`src/rtl/exec_stage_pipelined.sv`:
```
// Execute stage: single-cycle ALU ops plus a WIDTH-step shift-add multiplier,
// feeding one output register with a valid/ready handshake and {C,N,Z} flags.
//
//   state    | meaning
//   IDLE     | ready for a new operation (if the output register can take it)
//   MUL_BUSY | shift-add multiply in progress, or finished and awaiting output slot
module exec_stage_pipelined #(
    parameter  int WIDTH = 16,
    localparam int SHW   = $clog2(WIDTH)
) (
    input  logic             clk,
    input  logic             rst_n,
    input  logic             in_valid,
    output logic             in_ready,
    input  logic [WIDTH-1:0] op1,
    input  logic [WIDTH-1:0] op2,
    input  logic [WIDTH-1:0] immediate,
    input  logic             alu_src,
    input  logic [2:0]       alu_op,
    input  logic             mem_read,
    input  logic             mem_write,
    input  logic             flush,
    output logic             out_valid,
    input  logic             out_ready,
    output logic [WIDTH-1:0] result,
    output logic [WIDTH-1:0] mem_addr,
    output logic             mem_read_o,
    output logic             mem_write_o,
    output logic [2:0]       ccr
);

    localparam logic [2:0] OP_PASS = 3'd0;
    localparam logic [2:0] OP_ADD  = 3'd1;
    localparam logic [2:0] OP_SUB  = 3'd2;
    localparam logic [2:0] OP_AND  = 3'd3;
    localparam logic [2:0] OP_OR   = 3'd4;
    localparam logic [2:0] OP_NOT  = 3'd5;
    localparam logic [2:0] OP_SHL  = 3'd6;
    localparam logic [2:0] OP_MUL  = 3'd7;

    localparam logic [SHW:0] CNT_LAST = (SHW + 1)'(WIDTH);

    typedef enum logic [0:0] {
        IDLE     = 1'b0,
        MUL_BUSY = 1'b1
    } state_t;

    state_t state, state_nxt;

    logic [WIDTH-1:0]   b_sel;
    logic               out_free;
    logic               accept;
    logic               mul_start;
    logic               mul_done;
    logic               mul_load;
    logic               single_load;
    logic               load;

    logic [SHW:0]       mul_cnt;
    logic [2*WIDTH-1:0] mul_a;
    logic [2*WIDTH-1:0] mul_acc;
    logic [WIDTH-1:0]   mul_b;
    logic [WIDTH-1:0]   mul_bsel;
    logic               mul_rd;
    logic               mul_wr;

    logic [WIDTH:0]     sum;
    logic [WIDTH:0]     shl_ext;
    logic [WIDTH-1:0]   alu_res;
    logic               alu_c;
    logic               alu_pass;

    logic [WIDTH-1:0]   ld_res;
    logic [WIDTH-1:0]   ld_addr;
    logic               ld_c;
    logic               ld_keep;
    logic               ld_rd;
    logic               ld_wr;
    logic [2:0]         ld_ccr;

    assign b_sel       = alu_src ? immediate : op2;
    assign out_free    = !out_valid || out_ready;
    // in_ready is held low while reset is asserted
    assign in_ready    = rst_n && (state == IDLE) && out_free;
    assign accept      = in_valid && in_ready && !flush;
    assign mul_start   = accept && (alu_op == OP_MUL);
    assign single_load = accept && (alu_op != OP_MUL);
    assign mul_done    = (state == MUL_BUSY) && (mul_cnt == CNT_LAST);
    assign mul_load    = mul_done && out_free && !flush;
    assign load        = single_load || mul_load;

    always_ff @(posedge clk or negedge rst_n) begin
        if (!rst_n) begin
            state <= IDLE;
        end else begin
            state <= state_nxt;
        end
    end

    always_comb begin
        state_nxt = state;
        case (state)
            IDLE: begin
                if (mul_start) begin
                    state_nxt = MUL_BUSY;
                end
            end
            MUL_BUSY: begin
                if (flush || mul_load) begin
                    state_nxt = IDLE;
                end
            end
            default: state_nxt = IDLE;
        endcase
    end

    always_comb begin
        sum      = {1'b0, op1} + {1'b0, b_sel};
        // bit WIDTH of the extended shift is the last bit pushed out of the word
        shl_ext  = {1'b0, op1} << b_sel[SHW-1:0];
        alu_res  = '0;
        alu_c    = ccr[2];
        alu_pass = 1'b0;
        case (alu_op)
            OP_PASS: begin
                alu_res  = b_sel;
                alu_pass = 1'b1;
            end
            OP_ADD: begin
                alu_res = sum[WIDTH-1:0];
                alu_c   = sum[WIDTH];
            end
            OP_SUB: begin
                alu_res = op1 - b_sel;
                alu_c   = (op1 < b_sel);
            end
            OP_AND: alu_res = op1 & b_sel;
            OP_OR:  alu_res = op1 | b_sel;
            OP_NOT: alu_res = ~op1;
            OP_SHL: begin
                alu_res = shl_ext[WIDTH-1:0];
                alu_c   = shl_ext[WIDTH];
            end
            default: begin
                alu_res = '0;
            end
        endcase
    end

    always_comb begin
        ld_res  = alu_res;
        ld_c    = alu_c;
        ld_keep = alu_pass;
        ld_addr = b_sel;
        ld_rd   = mem_read;
        ld_wr   = mem_write;
        if (mul_load) begin
            ld_res  = mul_acc[WIDTH-1:0];
            ld_c    = |mul_acc[2*WIDTH-1:WIDTH];
            ld_keep = 1'b0;
            ld_addr = mul_bsel;
            ld_rd   = mul_rd;
            ld_wr   = mul_wr;
        end
        ld_ccr = ld_keep ? ccr : {ld_c, ld_res[WIDTH-1], (ld_res == '0)};
    end

    always_ff @(posedge clk or negedge rst_n) begin
        if (!rst_n) begin
            mul_cnt  <= '0;
            mul_a    <= '0;
            mul_acc  <= '0;
            mul_b    <= '0;
            mul_bsel <= '0;
            mul_rd   <= 1'b0;
            mul_wr   <= 1'b0;
        end else if (mul_start) begin
            mul_cnt  <= '0;
            mul_a    <= {{WIDTH{1'b0}}, op1};
            mul_acc  <= '0;
            mul_b    <= b_sel;
            mul_bsel <= b_sel;
            mul_rd   <= mem_read;
            mul_wr   <= mem_write;
        end else if (flush || mul_load) begin
            mul_cnt <= '0;
        end else if ((state == MUL_BUSY) && (mul_cnt != CNT_LAST)) begin
            if (mul_b[0]) begin
                mul_acc <= mul_acc + mul_a;
            end
            mul_a   <= mul_a << 1;
            mul_b   <= mul_b >> 1;
            mul_cnt <= mul_cnt + 1'b1;
        end
    end

    // Output register: data only changes on a load, so a stalled result holds.
    always_ff @(posedge clk or negedge rst_n) begin
        if (!rst_n) begin
            out_valid   <= 1'b0;
            result      <= '0;
            mem_addr    <= '0;
            mem_read_o  <= 1'b0;
            mem_write_o <= 1'b0;
            ccr         <= 3'b000;
        end else if (flush) begin
            out_valid <= 1'b0;
        end else if (load) begin
            out_valid   <= 1'b1;
            result      <= ld_res;
            mem_addr    <= ld_addr;
            mem_read_o  <= ld_rd;
            mem_write_o <= ld_wr;
            ccr         <= ld_ccr;
        end else if (out_ready) begin
            out_valid <= 1'b0;
        end
    end

endmodule

```
`config.mk`:
```
export PLATFORM = sky130hd
export DESIGN_NAME = exec_stage_pipelined
export DESIGN_NICKNAME = d
export VERILOG_FILES = /design/src/rtl/exec_stage_pipelined.sv
export SDC_FILE = /design/constraint.sdc
export NUM_CORES = 1
export LEC_CHECK = 0
export CORE_MARGIN = 2
export CORE_UTILIZATION = 59
export DETAILED_ROUTE_END_ITERATION = 8
export HOLD_SLACK_MARGIN = 0.02
export PLACE_DENSITY_LB_ADDON = 0.12
export REMOVE_ABC_BUFFERS = 1
export SLEW_MARGIN = 10
export SYNTH_ARGS = -nofsm -noshare
export SYNTH_HDL_FRONTEND = slang
export SYNTH_SLANG_ARGS = --single-unit
```
`constraint.sdc`:
```
create_clock -name clk -period 3.45 [get_ports clk]
set_input_delay 1.035 -clock clk [delete_from_list [all_inputs] [get_ports clk]]
set_output_delay 1.035 -clock clk [all_outputs]
set_load 0.05 [all_outputs]
```
==> run summary <==
Die height: 141 um
Critical path type: input port to register
Switching power summed over all nets: 2680 uW
Area Growth Syn to Fin: 40.5%
Core utilization of the finished layout: 83.9%
Share of final-layout standard cells stronger than drive strength 1: 25.8%
Most common cell in the netlist: sky130_fd_sc_hd__nand2_1
Clock buffer count from CTS: 17
Async S/R FF share, synth: 100%
Input/output buffers: 97
Critical Path RT: 3770 ps
Initial Util: 59.7%
Launching element of the worst setup path: alu_src
CTS clock-pin slew for the worst setup and hold paths: 70 ps
Antenna diode count: 0
All-layer global routing usage: 44.7%
DRC violation count after routing: 0
Max FO, Critical Path: 3
Number of top-level pins: 98
Cell area power density: 444 nW/um2
Signal arrival time at the worst endpoint: 4100 ps
Synth cell count leaders: 164 x sky130_fd_sc_hd__nand2_1, 142 x sky130_fd_sc_hd__dfrtp_1, 132 x sky130_fd_sc_hd__nor2_1, 94 x sky130_fd_sc_hd__a21oi_1, 94 x sky130_fd_sc_hd__o21ai_0
Worst setup path end: ccr[0]
Violated checks: negative setup slack
Area of placed instances: 14400 um2
Initial drt markers: 1174
Logic pwr share: 39.6%
Syn. warnings: 0
DR WL/cell: 23.4 um
Antenna violations before repair: 0
Static leakage: 0.00745 uW
Site row count: 50
Max Clk Rate: 265 MHz
Worst Setup End Kind: register
Worst-Margin Slew: 980 ps
Post-synthesis instance area: 11100 um2
Source of the worst register-to-register timing path: mul_a[0]
Least setup slack across all paths after layout: -330 ps
Portion of synthesized cell area occupied by the leading cell type: 32.0%
Max-cap check violation count: 0
Synth area leaders: sky130_fd_sc_hd__dfrtp_1 32%, sky130_fd_sc_hd__ha_1 10%, sky130_fd_sc_hd__nand2_1 5.5%, sky130_fd_sc_hd__nor2_1 4.5%, sky130_fd_sc_hd__a21oi_1 4.2%
Buffer levels on the longest clock path: 2
Synthesized netlist cell count: 1335
Synth area leader: sky130_fd_sc_hd__dfrtp_1
Proportion of synthesized chip area in sequential cells: 32.0%
Worst supply voltage drop on vdd: 449 uV
Worst hold slack: 482 ps
Die outline area: 19900 um2
Vias per std cell: 6.51
Reg2reg path depth: 12
Clock Tree Root: sky130_fd_sc_hd__clkbuf_16
Via count of the first global-routing pass: 12300
TNS Setup: -989 ps
Synthesized area per cell: 8.31 um2
Clock Power Share: 28.7%
Clock latency reported for the late side of the worst-skew pair: 450 ps
Library cells used by synthesis: 79
Slew Limit Fails: 0
Net Sw Frac: 38.8%
Worst setup slack before clock tree synthesis: -1350 ps
# nets final: 1834
Status: finished, violations left
H-tree levels: 4
Final period utilization: 110%
Grt total ovfl: 0
Final hold violation count: 0
Number of enable-type register cells in the synthesized netlist: 0
Final GP Congestion: 1.10
Final clock skew: 11.1 ps
Sequential share of power: 31.7%
Worst flop-to-flop path endpoint: mul_acc[18]
Post-detailed-placement half-perimeter wirelength: 33100 um
Number of synthesized register bits: 142
Routed Antenna Nets: 0
Detailed-route wire length: 45000 um
Register-to-register setup slack: 180 ps
Wire length of the first global-routing pass: 68200 um
Unrepaired setup endpoints after global routing: yes
Cell-internal power: 4240 uW
Hold/Removal Path Class: register to register
Finish-stage setup viols: 8
CTS sink count: 142
Max-slew headroom at the worst pin: 34.6%
Floorplan core area: 18600 um2
Final period demand of the worst path: 3780 ps
Post-route cell area: 15600 um2
CTS tree: done
Number of hold buffers added after cts: 0
TritonRoute pass-1 iters: 6
Top FF cell, synth: sky130_fd_sc_hd__dfrtp_1
Die W: 141 um
Via count: 12500
Maximum number of pins on one net before global-route repair: 75
Kind of start point of the critical path: input port
area by class of cell:
| cell class | count | area (um2) |
|---|---|---|
| Clock inverter | 15 | 191 |
| Sequential cell | 142 | 3550 |
| Inverter | 68 | 258 |
| Clock buffer | 17 | 425 |
| Tap cell | 234 | 293 |
| Timing Repair Buffer | 397 | 3380 |
| Fill cell | 1065 | 2990 |
| Multi-Input combinational cell | 1053 | 7490 |
registers in the layout, indices dropped and copies added, names as in the netlist, 3 cells and up:
register	flops
result	16
mul_b	16
mul_cnt	5
mul_acc	32
mem_addr	16
mul_a	32
ccr	3
mul_bsel	16
what timing repair did:
action | in CTS | in global routing
endpoints found under the setup margin | 19 | 16
pin swaps | 28 | 18
setup buffers | 11 | 4
resized for setup | 95 | 31
worst max-delay path, stage by stage:
cell	delay, ps
sky130_fd_sc_hd__buf_8	110
sky130_fd_sc_hd__mux2i_4	190
sky130_fd_sc_hd__inv_4	90
sky130_fd_sc_hd__ha_4	140
sky130_fd_sc_hd__inv_2	40
sky130_fd_sc_hd__fa_2	340
sky130_fd_sc_hd__or3_4	380
sky130_fd_sc_hd__a2111oi_4	290
sky130_fd_sc_hd__buf_4	180
sky130_fd_sc_hd__nor4b_4	50
sky130_fd_sc_hd__nand4b_1	240
sky130_fd_sc_hd__a21o_1	240
sky130_fd_sc_hd__mux2_4	320
sky130_fd_sc_hd__a31o_4	240
sky130_fd_sc_hd__nand4b_1	130
sky130_fd_sc_hd__o21ai_1	70
cell usage in the layout (no fill, tap or decap), drive strengths merged, types with 24 or more instances in the layout:
master and n:
a21o 31, a21oi 94, buf 306, clkdlybuf4s50 79
dfrtp 142, ha 93, inv 78, mux2i 41
nand2 164, nand3 39, nor2 132, nor3 24
o21ai 95
stage by stage:
step                      cells  total power (uW)
after CTS                  1923              6790
after global routing       1926              7140
after global placement     1881              4620
after floorplan            1263              3570
after detailed placement   1881              4700
final                      1926              6920
power by group through the flow:
stage | clock, uW | combinational (uW) | sequential [uW]
2_1_floorplan | 0 | 1080 | 2480
3_3_place_gp | 0 | 2450 | 2180
3_5_place_dp | 0 | 2500 | 2200
4_1_cts | 1980 | 2630 | 2170
5_1_grt | 2030 | 2890 | 2220
6_report | 1990 | 2740 | 2190
per-layer routing:
layer | wire [um] | up-vias | GRT usage (%) | part of all wire, %
met4 | 3110 | 0 | 28.3 | 6.9
met3 | 4160 | 209 | 8.22 | 9.2
met5 | 0 | - | 0 | 0
met1 | 16500 | 6032 | 54.5 | 37
li1 | - | 5517 | - | -
met2 | 21300 | 775 | 73.2 | 47
worst min-delay path by stage:
| stage | from | to | cells after the start |
|---|---|---|---|
| 2_1_floorplan | mul_rd | mul_rd | 2 |
| 3_3_place_gp | result[5] | result[5] | 2 |
| 3_5_place_dp | mul_bsel[8] | mul_bsel[8] | 1 |
| 4_1_cts | mul_bsel[8] | mul_bsel[8] | 1 |
| 5_1_grt | mul_bsel[11] | mul_bsel[11] | 1 |
| 6_report | mul_bsel[11] | mul_bsel[11] | 1 |
cell families (layout without fill, tap and decap cells):
kind of cell	Yosys count	in the layout	share of synthesized area, %
multiplexers	56	56	5.98
buffers and inverters	140	497	4.87
AO/OA/AOI/OAI	408	408	24.0
flip-flops	142	142	32.0
XOR/XNOR	40	40	3.16
AND/OR/NAND/NOR	453	453	18.9
adder cells (fa/ha/maj)	96	96	11.0
Note: power is estimated with default switching activity, not from simulation.
